`src/rtl/gama_gen_pkg.sv`:
```
// Shared definitions for the gamma (branch metric) generator: frame length
// default, metric width, FSM state type, metric record and trellis parity.
package gama_pkg;

    localparam int FRAME_LEN_DEF = 16;
    localparam int MET_W         = 16;

    typedef enum logic {
        ST_FILL  = 1'b0,
        ST_DRAIN = 1'b1
    } state_e;

    typedef logic signed [MET_W-1:0] metric_t;

    // One trellis step worth of metrics M(u,p); 64 bits when packed.
    typedef struct packed {
        metric_t m11;
        metric_t m10;
        metric_t m01;
        metric_t m00;
    } metric_set_t;

    // Parity bit of the 8-state RSC for state s = {d1,d2,d3} and input u.
    function automatic logic parity(input logic [2:0] s, input logic u);
        return u ^ s[2] ^ s[1];
    endfunction

    // Select M(u,p) out of a stored metric set.
    function automatic metric_t pick_metric(input metric_set_t m, input logic u, input logic p);
        metric_t r;
        case ({u, p})
            2'b00:   r = m.m00;
            2'b01:   r = m.m01;
            2'b10:   r = m.m10;
            default: r = m.m11;
        endcase
        return r;
    endfunction

endpackage

```
`src/rtl/gama_gen_if.sv`:
```
// Soft-input / gamma-output bundle of the gamma generator. The producer and
// consumer side (testbench or surrounding datapath) use the master modport,
// the generator itself uses the slave modport.
interface gama_gen_if #(
    parameter int FRAME_LEN = gama_pkg::FRAME_LEN_DEF,
    parameter int IN_W      = 8
);
    import gama_pkg::*;

    localparam int IDX_W = $clog2(FRAME_LEN);

    logic                   in_valid;
    logic                   in_ready;
    logic signed [IN_W-1:0] ys;
    logic signed [IN_W-1:0] yp;
    logic signed [IN_W-1:0] la;

    logic                   out_valid;
    logic                   out_ready;
    metric_t                g00, g01, g10, g11, g20, g21, g30, g31;
    metric_t                g40, g41, g50, g51, g60, g61, g70, g71;
    logic [IDX_W-1:0]       out_idx;
    logic                   frame_done;

    modport master (
        output in_valid, ys, yp, la, out_ready,
        input  in_ready, out_valid, out_idx, frame_done,
        input  g00, g01, g10, g11, g20, g21, g30, g31,
        input  g40, g41, g50, g51, g60, g61, g70, g71
    );

    modport slave (
        input  in_valid, ys, yp, la, out_ready,
        output in_ready, out_valid, out_idx, frame_done,
        output g00, g01, g10, g11, g20, g21, g30, g31,
        output g40, g41, g50, g51, g60, g61, g70, g71
    );

endinterface

```
`src/rtl/gama_gen_branch_calc.sv`:
```
// Combinational branch metric kernel: the four metrics
// M(u,p) = (u ? +1 : -1)*(ys+la) + (p ? +1 : -1)*yp at full 16-bit precision.
module gama_branch_calc
    import gama_pkg::*;
#(
    parameter int IN_W = 8
) (
    input  logic signed [IN_W-1:0] ys_i,
    input  logic signed [IN_W-1:0] yp_i,
    input  logic signed [IN_W-1:0] la_i,
    output metric_set_t            met_o
);

    metric_t sys_w;
    metric_t par_w;

    // Sign-extend before adding so ys+la never wraps at the input width.
    assign sys_w = MET_W'(ys_i) + MET_W'(la_i);
    assign par_w = MET_W'(yp_i);

    assign met_o.m00 = -sys_w - par_w;
    assign met_o.m01 = -sys_w + par_w;
    assign met_o.m10 =  sys_w - par_w;
    assign met_o.m11 =  sys_w + par_w;

endmodule

```
`src/rtl/gama_gen.sv`:
```
// Gamma generator: collects one frame of soft-input triples, stores the four
// branch metrics per step, then presents the 16 per-state gammas in reverse
// step order for a backward recursion.
module gama_gen
    import gama_pkg::*;
#(
    parameter int FRAME_LEN = FRAME_LEN_DEF,
    parameter int IN_W      = 8
) (
    input logic       clk,
    input logic       rst,
    gama_gen_if.slave bus
);

    localparam int               IDX_W    = $clog2(FRAME_LEN);
    localparam logic [IDX_W-1:0] LAST_IDX = IDX_W'(FRAME_LEN - 1);

    state_e           state_q;
    logic [IDX_W-1:0] wr_idx_q;
    logic [IDX_W-1:0] rd_idx_q;
    logic [IDX_W-1:0] out_idx_q;
    logic             out_valid_q;
    logic             frame_done_q;
    metric_t          g_q [8][2];

    metric_t          g_d [8][2];
    metric_set_t      met_now;
    metric_set_t      rd_word_d;
    metric_set_t      buf_mem [FRAME_LEN];

    logic             in_ready;
    logic             in_fire;
    logic             out_fire;
    logic [IDX_W-1:0] rd_prev;

    gama_branch_calc #(
        .IN_W (IN_W)
    ) u_calc (
        .ys_i  (bus.ys),
        .yp_i  (bus.yp),
        .la_i  (bus.la),
        .met_o (met_now)
    );

    assign in_ready = (state_q == ST_FILL);
    assign in_fire  = bus.in_valid && in_ready;
    assign out_fire = out_valid_q && bus.out_ready;
    assign rd_prev  = rd_idx_q - 1'b1;

    // Next gamma set: in FILL the only load is the last step of the frame,
    // which is taken straight from the kernel so the first set appears without
    // a bubble; in DRAIN the next lower step comes from the buffer.
    always_comb begin
        rd_word_d = (state_q == ST_FILL) ? met_now : buf_mem[rd_prev];
        for (int s = 0; s < 8; s++) begin
            for (int u = 0; u < 2; u++) begin
                g_d[s][u] = pick_metric(rd_word_d, 1'(u), parity(3'(s), 1'(u)));
            end
        end
    end

    // Metric buffer, written at the fill index; contents survive reset.
    always_ff @(posedge clk) begin
        if (in_fire) begin
            buf_mem[wr_idx_q] <= met_now;
        end
    end

    // Fill/drain controller with registered handshake and gamma outputs.
    always_ff @(posedge clk or posedge rst) begin
        if (rst) begin
            state_q      <= ST_FILL;
            wr_idx_q     <= '0;
            rd_idx_q     <= LAST_IDX;
            out_idx_q    <= '0;
            out_valid_q  <= 1'b0;
            frame_done_q <= 1'b0;
            g_q          <= '{default: '0};
        end else begin
            frame_done_q <= 1'b0;
            case (state_q)
                ST_FILL: begin
                    if (in_fire) begin
                        // Power-of-two frame length: the index wraps to 0 by itself.
                        wr_idx_q <= wr_idx_q + 1'b1;
                        if (wr_idx_q == LAST_IDX) begin
                            state_q     <= ST_DRAIN;
                            rd_idx_q    <= LAST_IDX;
                            out_idx_q   <= LAST_IDX;
                            out_valid_q <= 1'b1;
                            g_q         <= g_d;
                        end
                    end
                end
                ST_DRAIN: begin
                    if (out_fire) begin
                        if (rd_idx_q == '0) begin
                            state_q      <= ST_FILL;
                            rd_idx_q     <= LAST_IDX;
                            out_valid_q  <= 1'b0;
                            frame_done_q <= 1'b1;
                        end else begin
                            rd_idx_q  <= rd_prev;
                            out_idx_q <= rd_prev;
                            g_q       <= g_d;
                        end
                    end
                end
                default: state_q <= ST_FILL;
            endcase
        end
    end

    assign bus.in_ready   = in_ready;
    assign bus.out_valid  = out_valid_q;
    assign bus.out_idx    = out_idx_q;
    assign bus.frame_done = frame_done_q;

    assign bus.g00 = g_q[0][0];
    assign bus.g01 = g_q[0][1];
    assign bus.g10 = g_q[1][0];
    assign bus.g11 = g_q[1][1];
    assign bus.g20 = g_q[2][0];
    assign bus.g21 = g_q[2][1];
    assign bus.g30 = g_q[3][0];
    assign bus.g31 = g_q[3][1];
    assign bus.g40 = g_q[4][0];
    assign bus.g41 = g_q[4][1];
    assign bus.g50 = g_q[5][0];
    assign bus.g51 = g_q[5][1];
    assign bus.g60 = g_q[6][0];
    assign bus.g61 = g_q[6][1];
    assign bus.g70 = g_q[7][0];
    assign bus.g71 = g_q[7][1];

endmodule

```
`src/flat_wrapper.sv`:
```
// flat-port wrapper written by rule: the top's interface ports become plain ports
module gama_gen_flat import gama_pkg::*;
#(
    parameter int FRAME_LEN = FRAME_LEN_DEF,
    parameter int IN_W      = 8
)
  (clk, rst, bus_in_valid, bus_ys, bus_yp, bus_la, bus_out_ready, bus_in_ready, bus_out_valid, bus_out_idx, bus_frame_done, bus_g00, bus_g01, bus_g10, bus_g11, bus_g20, bus_g21, bus_g30, bus_g31, bus_g40, bus_g41, bus_g50, bus_g51, bus_g60, bus_g61, bus_g70, bus_g71);
  gama_gen_if #(.FRAME_LEN(FRAME_LEN), .IN_W(IN_W)) bus_i ();
  input logic clk;
  input logic rst;
  input wire logic [$bits(bus_i.in_valid)-1:0] bus_in_valid;
  input wire logic [$bits(bus_i.ys)-1:0] bus_ys;
  input wire logic [$bits(bus_i.yp)-1:0] bus_yp;
  input wire logic [$bits(bus_i.la)-1:0] bus_la;
  input wire logic [$bits(bus_i.out_ready)-1:0] bus_out_ready;
  output wire logic [$bits(bus_i.in_ready)-1:0] bus_in_ready;
  output wire logic [$bits(bus_i.out_valid)-1:0] bus_out_valid;
  output wire logic [$bits(bus_i.out_idx)-1:0] bus_out_idx;
  output wire logic [$bits(bus_i.frame_done)-1:0] bus_frame_done;
  output wire logic [$bits(bus_i.g00)-1:0] bus_g00;
  output wire logic [$bits(bus_i.g01)-1:0] bus_g01;
  output wire logic [$bits(bus_i.g10)-1:0] bus_g10;
  output wire logic [$bits(bus_i.g11)-1:0] bus_g11;
  output wire logic [$bits(bus_i.g20)-1:0] bus_g20;
  output wire logic [$bits(bus_i.g21)-1:0] bus_g21;
  output wire logic [$bits(bus_i.g30)-1:0] bus_g30;
  output wire logic [$bits(bus_i.g31)-1:0] bus_g31;
  output wire logic [$bits(bus_i.g40)-1:0] bus_g40;
  output wire logic [$bits(bus_i.g41)-1:0] bus_g41;
  output wire logic [$bits(bus_i.g50)-1:0] bus_g50;
  output wire logic [$bits(bus_i.g51)-1:0] bus_g51;
  output wire logic [$bits(bus_i.g60)-1:0] bus_g60;
  output wire logic [$bits(bus_i.g61)-1:0] bus_g61;
  output wire logic [$bits(bus_i.g70)-1:0] bus_g70;
  output wire logic [$bits(bus_i.g71)-1:0] bus_g71;
  assign bus_i.in_valid = bus_in_valid;
  assign bus_i.ys = bus_ys;
  assign bus_i.yp = bus_yp;
  assign bus_i.la = bus_la;
  assign bus_i.out_ready = bus_out_ready;
  assign bus_in_ready = bus_i.in_ready;
  assign bus_out_valid = bus_i.out_valid;
  assign bus_out_idx = bus_i.out_idx;
  assign bus_frame_done = bus_i.frame_done;
  assign bus_g00 = bus_i.g00;
  assign bus_g01 = bus_i.g01;
  assign bus_g10 = bus_i.g10;
  assign bus_g11 = bus_i.g11;
  assign bus_g20 = bus_i.g20;
  assign bus_g21 = bus_i.g21;
  assign bus_g30 = bus_i.g30;
  assign bus_g31 = bus_i.g31;
  assign bus_g40 = bus_i.g40;
  assign bus_g41 = bus_i.g41;
  assign bus_g50 = bus_i.g50;
  assign bus_g51 = bus_i.g51;
  assign bus_g60 = bus_i.g60;
  assign bus_g61 = bus_i.g61;
  assign bus_g70 = bus_i.g70;
  assign bus_g71 = bus_i.g71;
  gama_gen #(.FRAME_LEN(FRAME_LEN), .IN_W(IN_W)) u_core (.clk(clk), .rst(rst), .bus(bus_i));
endmodule
```
`config.mk`:
```
export PLATFORM = sky130hd
export DESIGN_NAME = gama_gen_flat
export DESIGN_NICKNAME = d
export VERILOG_FILES = /design/src/rtl/gama_gen_pkg.sv /design/src/rtl/gama_gen_if.sv /design/src/rtl/gama_gen_branch_calc.sv /design/src/rtl/gama_gen.sv /design/src/flat_wrapper.sv
export SDC_FILE = /design/constraint.sdc
export NUM_CORES = 1
export LEC_CHECK = 0
export BUFFER_PORTS_ARGS = -buffer_cell sky130_fd_sc_hd__buf_2
export CORE_AREA = 3 3 215 375
export DETAILED_ROUTE_END_ITERATION = 16
export DIE_AREA = 0 0 218 378
export PLACE_DENSITY_LB_ADDON = 0.08
export SLEW_MARGIN = 20
export SYNTH_ARGS = -nofsm -noshare
export SYNTH_HDL_FRONTEND = slang
export SYNTH_HIERARCHICAL = 1
export SYNTH_SLANG_ARGS = --single-unit
```
`constraint.sdc`:
```
create_clock -name clk -period 13.9 [get_ports clk]
set_input_delay 0.695 -clock clk [delete_from_list [all_inputs] [get_ports clk]]
set_output_delay 0.695 -clock clk [all_outputs]
set_load 0.005 [all_outputs]
```
# Yosys cells after proc, flatten, opt, wreduce, memory -nomap -nowiden

Memories as Yosys holds them, arrays and structs flattened.
Index checks and enable logic that the tools add are counted.

Output and inout port bits: 263
Memory bits (writable): 1024
Memories kept: 1
Word-level logic and storage cells: 74
Register bits after elaboration: 271

Add/sub/neg operators: 8
Equality and inequality tests: 6
Reduce and logical (&&, ||, !) cells: 7
Mux-type cells: 29
Bitwise operators: 1

Memory list:

| memory         | depth | width | read ports | clocked after Yosys merged registers in | wr ports | RTL line       | text |
|---|---|---|---|---|---|---|---|
| u_core.buf_mem | 16    | 64    | 1          | 0                                       | 1        | gama_gen.sv:29 | `metric_set_t buf_mem [FRAME_LEN];` |

Operators with widths:

| operator              | count |
|---|---|
| $mux W256             | 4 |
| $pmux W256 S2         | 1 |
| $mux W64              | 1 |
| $mux W4               | 6 |
| $add A16 B8 Y16       | 1 |
| $neg A9 Y16           | 1 |
| $pmux W4 S2           | 2 |
| $sub A16 B8 Y16       | 1 |
| $mux W1               | 13 |
| $add A9 B8 Y10        | 1 |
| $ne A2 B2 Y1 const B  | 5 |
| $sub A9 B8 Y10        | 1 |
| $add A8 B8 Y9         | 1 |
| $reduce_and A4 Y1     | 2 |
| $add A4 B1 Y4 const B | 1 |
| $eq A4 B4 Y1 const B  | 1 |
| $logic_not A4 Y1      | 1 |
| $pmux W1 S2           | 2 |
| $sub A4 B1 Y4 const B | 1 |
| $reduce_and A3 Y1     | 1 |
| $logic_and A1 B1 Y1   | 2 |
| $reduce_and A2 Y1     | 1 |
| $not A1 Y1            | 1 |

# Longest topological paths before layout

Gate-level depths: netlist of the first run.

Depth in word-level cells: 7
Gate-level depth with buffers: 21
Mapped depth without buffers: 19

# Cells and area by module

The synthesis of the first run kept the hierarchy.

By module, submodules not included:

| module           | cells an instance | area each (um^2) | times used |
|---|---|---|---|
| gama_gen         | 2048              | 43912.1          | 1 |
| gama_branch_calc | 368               | 2658.8           | 1 |

# Worst setup path before layout of the first run

Ideal clock, no wire load.

Path type: reg-to-reg
Start: register u_core.state_q
End: memory u_core/buf_mem[11][0] (netlist name), enable pin
Cell stages (with the launch flop): 4
Setup time: 644 ps
Arrival: 6965 ps
Setup slack: 6291 ps
Cells stage by stage: dfrtp_1 > clkbuf_1 > buf_1 > nor4_1

Cells in the longest elaborated chain, start to end: 4

RTL lines:

| item                          | RTL line       | text |
|---|---|---|
| start, declared               | gama_gen.sv:18 | `state_e state_q;` |
| start signal, assigned        | gama_gen.sv:72 | `state_q <= ST_FILL;` |
| start signal, assigned        | gama_gen.sv:87 | `state_q <= ST_DRAIN;` |
| start signal, assigned        | gama_gen.sv:98 | `state_q <= ST_FILL;` |
| $not A1 Y1 (no line)          | --             |  |
| $logic_and A1 B1 Y1           | gama_gen.sv:46 | `assign in_fire = bus.in_valid && in_ready;` |
| $mux W1                       | gama_gen.sv:64 | `if (in_fire) begin` |
| $mux W1 (not written as such) | gama_gen.sv:65 | `buf_mem[wr_idx_q] <= met_now;` |
| end, declared                 | gama_gen.sv:29 |  |

Every way passes these cells.

==> results of run 1 <==
power breakdown:
group          switching (mW)  internal (mW)
Combinational            2.36           1.91
Sequential              0.260           4.34
Clock                    1.16           1.45
Total                    3.78           7.70
registers in the layout, summed over array words and instances, names as in the netlist:
register / flops
u_core/buf_mem: 1024
u_core/bus.frame_done: 1
u_core/bus.g30: 16
u_core/bus.g31: 16
u_core/bus.g60: 16
u_core/bus.g61: 16
u_core/bus.out_idx: 4
u_core/bus.out_valid: 1
u_core/rd_idx_q: 4
u_core/state_q: 1
u_core/wr_idx_q: 4
worst max-delay path by stage:
stage / startpoint / end / slack [ns]
detailed placement: bus_ys[0] / u_core/bus.g30[13] / 7.76
CTS: bus_ys[0] / u_core/bus.g30[13] / 8.48
global route: bus_ys[0] / u_core/bus.g30[15] / 8.06
finish: bus_ys[0] / u_core/bus.g30[15] / 8.42
global placement: bus_ys[0] / u_core/bus.g30[13] / 7.98
floorplan: u_core/state_q / u_core/buf_mem[11][0] / 6.29
per-layer routing:
layer / GRT usage / up-vias
met4: 0.0867 / 6
met1: 0.364 / 12499
li1: - / 9683
met2: 0.471 / 961
met3: 0.0373 / 165
met5: 0 / -
cell type report:
cell class | instances | area, sq um | area share
clock inverter | 47 | 513 | 0.0101
timing repair buffer | 352 | 1940 | 0.0381
clock buffer | 123 | 2520 | 0.0495
inverter | 46 | 178 | 0.00349
tap | 1027 | 1280 | 0.0253
sequential | 1103 | 32700 | 0.644
multi-input combinational | 946 | 11700 | 0.230
metrics by stage:
step | util | power, mW | hold slack, ns | setup WS (ns)
3_3_place_gp | 0.614 | 8.88 | 0.492 | 7.98
3_5_place_dp | 0.614 | 8.98 | 0.493 | 7.76
4_1_cts | 0.653 | 11.6 | 0.0904 | 8.48
5_1_grt | 0.655 | 12.0 | 0.109 | 8.06
6_report | 0.655 | 11.5 | 0.102 | 8.42
2_1_floorplan | - | 7.94 | 0.484 | 6.29
kinds of logic (layout without fill, tap and decap cells):
kind of cell,Yosys count,count (layout)
AO/OA/AOI/OAI,183,183
XOR/XNOR,54,54
adder cells (fa/ha/maj),65,65
buffers and inverters,367,568
flip-flops,1103,1103
multiplexers,448,448
AND/OR/NAND/NOR,196,196
critical path: cells and delay by family:
| family | cells | cell delay [ns] |
|---|---|---|
| buf+inv | 1 | 0.10 |
| xor+xnor | 3 | 1.22 |
| fa+ha+maj | 3 | 0.91 |
| mux | 1 | 0.08 |
| compound gates | 7 | 1.36 |
| simple gates | 5 | 1.69 |
synth_stat cells, drive strengths merged, types with 41 or more instances:
cell type  instances
ha                60
buf              261
edfxtp          1024
a21oi             41
clkbuf            60
nor2b             71
mux2i            192
dfrtp             75
mux4             256
inv               45
nor2              41
o221ai            64
==> impl_metrics.csv, run 1 <==
group,metric,value,unit
cts,cts_resized,0,
final_layout,fin_area,0.0509,sq mm
timing,min_period,5.48,ns
worst_setup_path,regToRegStartpoint,"u_core/state_q",
timing,rsz0062_at_grt,"false",
timing,tns,0,ns
global_routing,grt_pass1_vias,24034,
final_layout,mostFrequentLayoutCells,"1,024 x edfxtp_1, 290 x buf_2, 255 x mux4_2",
worst_setup_path,r2r_end,"u_core/bus.g30[7]",
cts,clk_pin_slew,0.07,ns
synthesis,synth-async-reset-ratio,0.0716,
synthesis,synth-seq-area-share,0.703,
cts,cts_sinks,1103,
drt,dr.pass1.iters,8,
synthesis,syn_inst,2416,
final_layout,drive_above_1_share,0.308,
placed_design,dp_cells,3473,
hold_path,min_path_type,"primary input to async pin",
timing,finalHoldViolCount,0,
timing,timing.fmax,182,MHz
synthesis,synth_cell_type_count,65,
global_routing,track_usage,0.273,
drt,vias,23314,
floorplanning,ioPinCount,291,
synthesis,synth_area,0.0466,sq mm
timing,finalClockSkew,0.0287,ns
synthesis,synth_fa_ha_area_frac,0.0183,
placed_design,numPortBuffers,290,
drt,via_per_inst,6.40,
timing,drv_slew,0,
final_layout,finalNetCount,2633,
floorplanning,start_util,0.599,
global_routing,grt_pass1_wl,161000,um
placed_design,post-dp-hpwl,60800,um
final_layout,fillers,5225,
synthesis,synthFlopType,"edfxtp_1",
synthesis,synth_nets,2509,
drt,wl_met3,7260,um
final_layout,syn2layout_area_growth,9.24,%
synthesis,synth_xor_area_frac,0.0105,
worst_setup_path,crit_path_end_kind,"flip-flop",
worst_setup_path,crit_arrival,6.05,ns
worst_setup_path,worstPathMaxFanout,17,
drt,met2WireLength,57300,um
job,drv_cap,0,
drt,wl_per_cell,30.2,um
timing,relSlewSlack,0.265,
cts,post_cts.repair.setup_buffers,0,
synthesis,ys_warn_count,6,
floorplanning,die_w,218,um
drt,wl_met1,42300,um
drt,dr.max_layer_used,"met5",
floorplanning,die_h,378,um
cts,numCtsBuffers,91,
cts,cts_root_buffer,"clkbuf_16",
synthesis,synth-edff-count,1024,
synthesis,synthTopCellsByArea,"edfxtp_1 66%, mux4_2 12%, mux2i_1 4.1%, dfrtp_1 4.0%, buf_4 3.4%",
cts,h-tree-depth,3,
placed_design,gp_congestion,0.881,
timing,fin_crit_sh,0.394,
synthesis,synth_top_area_cell,"edfxtp_1",
worst_setup_path,critPathRequiredTime,14.47,ns
worst_setup_path,worst-setup-path-type,"primary input to flip-flop",
floorplanning,coreArea,0.0777,sq mm
floorplanning,rows,135,
worst_setup_path,cp_slowest_stage_delay,0.79,ns
power,p_leak,17.5,nW
worst_setup_path,regToRegSetupSlack,9.08,ns
timing,worst_slew_pin_slew,1.10,ns
synthesis,synth_compound_gate_area_share,0.0285,
final_layout,antenna-diode-count,0,
drt,first_iter_violations,2224,
global_routing,grt_overflow,0,
floorplanning,dieArea,0.0824,sq mm
timing,finalSetupViolCount,0,
final_layout,layout.cells.non_filler,3644,
cts,cts_buffer_depth,3,
worst_setup_path,worstSetupStartpointType,"primary input",
worst_setup_path,crit_slowest_cell,"xor2_1",
synthesis,synth_top_family_by_area,"multiplexers",
synthesis,ys_ff_latch,1103,
global_routing,antenna_found_initial,3,
outcome,status,"complete, no violations",
power,power.density,226,mW/mm^2
synthesis,synth_top_area_share,0.660,
worst_setup_path,crit_chain,"buf_2, ha_1, fa_1, a21o_1, a21oi_1, xnor2_1, nor3_2, nand2_1, xor2_1, ha_1, or3_1, a211o_1, nor3_1, o2111ai_1, a21oi_1, o21ai_0, xor2_1, nor2b_1, mux2i_1, o221ai_1",
drt,antenna_left,0,
synthesis,avgSynthCellArea,19.3,sq um
synthesis,synthMuxAreaShare,0.165,
synthesis,synth-simple-area-share,0.0233,
power,vdd_ir_drop_max,0.213,mV
global_routing,grt_max_degree,120,
drt,route.detailed.drc,0,
placed_design,placed_cell_area,0.0477,sq mm
drt,routed_wl,110000,um
cts,clk_latency,0.67,ns
final_layout,layout_commonest_cell,"edfxtp_1",
cts,holdBufCountCts,0,
cts,cts_tree,"built",
worst_setup_path,ff2ff_path_depth,6,
No activity file was read; power rests on OpenSTA's default activity.
==> inputs of run 2 (changes only) <==
--- a/config.mk
+++ b/config.mk
@@ -5,10 +5,11 @@
 export SDC_FILE = /design/constraint.sdc
 export NUM_CORES = 1
 export LEC_CHECK = 0
+export ABC_AREA = 1
 export BUFFER_PORTS_ARGS = -buffer_cell sky130_fd_sc_hd__buf_2
-export CORE_AREA = 3 3 215 375
+export CORE_AREA = 3 3 220 384
 export DETAILED_ROUTE_END_ITERATION = 16
-export DIE_AREA = 0 0 218 378
+export DIE_AREA = 0 0 223 387
 export PLACE_DENSITY_LB_ADDON = 0.08
 export SLEW_MARGIN = 20
 export SYNTH_ARGS = -nofsm -noshare
==> constraint.sdc (replaced) <==
create_clock -name clk -period 5.45 [get_ports clk]
set_input_delay 0.2725 -clock clk [delete_from_list [all_inputs] [get_ports clk]]
set_output_delay 0.2725 -clock clk [all_outputs]
set_load 0.005 [all_outputs]
==> run 2 against run 1 <==
Effect of this change: non-clock buffer count rose by 42; power rose to 2.7 times the previous value; clock power rose to 2.7 times the previous value; clock skew fell by 0.014 ns; sequential power up 150%; setup slack lost 7.0 ns; synthesized cell count grew 87%; via count is 41% higher; area after synthesis up 5.1%; highest routed layer is now met4.
==> impl_metrics.csv, run 2 <==
group,metric,value,unit
outcome,status,"complete, no violations",
cts,clk_latency,0.67,ns
worst_setup_path,crit_slowest_cell,"fa_1",
global_routing,track_usage,0.288,
final_layout,largest_register_ffs,1024,
synthesis,synth_top_area_cell,"edfxtp_1",
timing,rsz0062_at_grt,"false",
synthesis,synth-async-reset-ratio,0.0716,
worst_setup_path,crit_family,"adder cells",
final_layout,layout.cells.non_filler,5696,
floorplanning,die_h,387,um
timing,finalHoldViolCount,0,
power,sequentialPowerShare,0.363,
power,p_switching,12.6,mW
final_layout,mostFrequentLayoutCells,"1,577 x nand2_1, 1,024 x edfxtp_1, 858 x nand3_1",
power,p_sw_frac,0.401,
floorplanning,ioPinCount,291,
final_layout,finalNetCount,4647,
synthesis,synth_top_area_share,0.628,
placed_design,gp_congestion,0.919,
drt,wl_per_cell,22.2,um
power,vdd_ir_drop_max,0.692,mV
cts,cts_tree,"built",
worst_setup_path,cp_slowest_stage_delay,0.64,ns
worst_setup_path,worstSetupStartpointType,"primary input",
synthesis,synthTopCellsByCount,"1,581 x nand2_1, 1,024 x edfxtp_1, 858 x nand3_1",
worst_setup_path,worstPathMaxFanout,17,
worst_setup_path,cp_num_buf_inv,3,
final_layout,largest_register,"u_core/buf_mem",
global_routing,antenna_found_initial,5,
floorplanning,start_util,0.597,
synthesis,synth_cell_type_count,48,
placed_design,post-dp-hpwl,67100,um
timing,hold_slack,0.308,ns
synthesis,synth.most_common_cell,"nand2_1",
synthesis,avgSynthCellArea,10.8,sq um
drt,antenna_left,0,
drt,vias,32826,
global_routing,grt_pass1_vias,31616,
global_routing,grt_pass1_wl,188000,um
floorplanning,coreArea,0.0819,sq mm
cts,clk_pin_slew,0.06,ns
timing,fin_crit_sh,0.730,
worst_setup_path,crit_arrival,4.54,ns
global_routing,grt_overflow,0,
synthesis,synth-seq-area-share,0.669,
final_layout,layout_commonest_cell,"nand2_1",
cts,cts_buffer_depth,3,
timing,drv_slew,0,
floorplanning,rows,139,
synthesis,syn_inst,4523,
job,drv_cap,0,
power,power_frac_comb,0.413,
cts,post_cts.repair.setup_buffers,0,
cts,cts_root_buffer,"clkbuf_16",
floorplanning,dieArea,0.0863,sq mm
placed_design,numPortBuffers,290,
placed_design,dp_cells,5510,
timing,min_period,3.98,ns
power,power_frac_clock,0.224,
timing,relSlewSlack,0.231,
power,p_leak,21.1,nW
synthesis,synth-edff-count,1024,
final_layout,final_util,0.651,
timing,finalClockSkew,0.0146,ns
power,power.total,31.4,mW
drt,dr.pass1.iters,5,
timing,finalSetupViolCount,0,
timing,timing.fmax,251,MHz
power,internal_power,18.8,mW
final_layout,drive_above_1_share,0.131,
drt,routed_wl,126000,um
worst_setup_path,regToRegSetupSlack,1.85,ns
final_layout,syn2layout_area_growth,9.00,%
floorplanning,die_w,223,um
worst_setup_path,crit_chain,"buf_2, ha_1, fa_1, inv_1, ha_1, nand3_2, nor2_1, nand3_1, o21ai_2, nand2_1, ha_1, a21oi_1, nor2_1, o21ai_0, nand3b_1, a21oi_1, inv_1, nand3_1, nand2_1, nor2_1, nor2_1, nand2_1, nand2_1",
power,power.density,588,mW/mm^2
drt,first_iter_violations,3217,
hold_path,min_path_type,"primary input to async pin",
worst_setup_path,worst-setup-path-type,"primary input to flip-flop",
placed_design,pre_cts_ws,0.811,ns
drt,route.detailed.drc,0,
timing,worst_slew_pin_slew,1.15,ns
global_routing,grt_max_degree,211,
synthesis,synth_nets,4616,
worst_setup_path,crit_path_end_kind,"flip-flop",
worst_setup_path,critPathRequiredTime,6.01,ns
synthesis,ys_ff_latch,1103,
cts,cts_sinks,1103,
drt,via_per_inst,5.76,
synthesis,ys_warn_count,6,
synthesis,synthTopCellsByArea,"edfxtp_1 63%, nand2_1 12%, nand3_1 8.8%, dfrtp_1 3.8%, buf_4 3.6%",
synthesis,synth_area,0.0489,sq mm
cts,h-tree-depth,3,
timing,worst_slack,1.47,ns
synthesis,synthFlopType,"edfxtp_1",
cts,numCtsBuffers,96,
-- run 2: cell types whose count changed after synthesis, sizes merged, moves of 64 or more --
| cell | delta |
|---|---|
| nor2 | +138 |
| mux4 | -256 |
| o221ai | -64 |
| nand2 | +1574 |
| nand3 | +857 |
| buf | +115 |
| nor2b | -71 |
| mux2i | -192 |
-- run 2: final cells by class --
| type | instances | area (sq um) |
|---|---|---|
| Antenna cell | 2 | 5.00 |
| Clock buffer | 131 | 2720 |
| Clock inverter | 50 | 552 |
| Fill cell | 6253 | 28600 |
| Inverter | 106 | 428 |
| Multi-Input combinational cell | 2853 | 13200 |
| Sequential cell | 1103 | 32700 |
| Tap cell | 1057 | 1320 |
| Timing Repair Buffer | 394 | 2400 |
-- run 2: metrics by stage --
step	instance area, sq um	setup TNS, ns
2_1_floorplan	48900	-17.54
3_3_place_gp	50000	0
3_5_place_dp	50000	0
4_1_cts	53300	0
5_1_grt	53300	0
6_report	53300	0
-- run 2: power by group through the flow --
stage	clock network [mW]	logic, mW	registers, mW
floorplan	0	9.46	11.4
global placement	0	12.8	11.6
detailed placement	0	12.9	11.6
CTS	7.12	13.0	11.4
global route	7.41	14.3	11.5
finish	7.03	12.9	11.4
-- run 2: cell families (layout without fill, tap and decap cells) --
group / Yosys count / after routing / share of synthesized area
other cells: 0 / 2 / 0
fa+ha+maj: 65 / 65 / 0.0174
compound gates: 83 / 83 / 0.00974
flops: 1103 / 1103 / 0.669
xor+xnor: 49 / 49 / 0.00892
simple gates: 2656 / 2656 / 0.229
buf+inv: 567 / 681 / 0.0659
-- run 2: metal layers --
layer | wire, um | part of all wire | vias to the layer above | global-route usage
met1 | 49100 | 0.39 | 16039 | 0.368
met3 | 8540 | 0.068 | 264 | 0.0353
li1 | - | - | 15247 | -
met4 | 4370 | 0.035 | 0 | 0.112
met2 | 64200 | 0.51 | 1276 | 0.505
met5 | 0 | 0 | - | 0
-- run 2: what timing repair did --
| action | CTS | global route |
|---|---|---|
| endpoints found under the hold margin | 51 | 0 |
| resized for setup | 0 | 0 |
| hold buffers | 3 | 0 |
-- run 2: final timing paths --
| path | startpoint | to | cells past startpoint |
|---|---|---|---|
| max | bus_ys[0] | u_core/bus.g60[15] | 23 |
| min | rst | u_core/bus.g31[14] | 3 |
| max reg2reg | u_core/rd_idx_q[0] | u_core/bus.g30[0] | 9 |
| min reg2reg | u_core/bus.out_idx[2] | u_core/bus.out_idx[2] | 2 |
| max in group asynchronous | rst | u_core/bus.g60[1] | 4 |
| min in group clk | bus_yp[0] | u_core/buf_mem[13][48] | 2 |
-- run 2: tightest hold or removal path: stages --
cell and delay [ns]:
dlygate4sd3_1 0.53, buf_2 0.13, inv_4 0.60
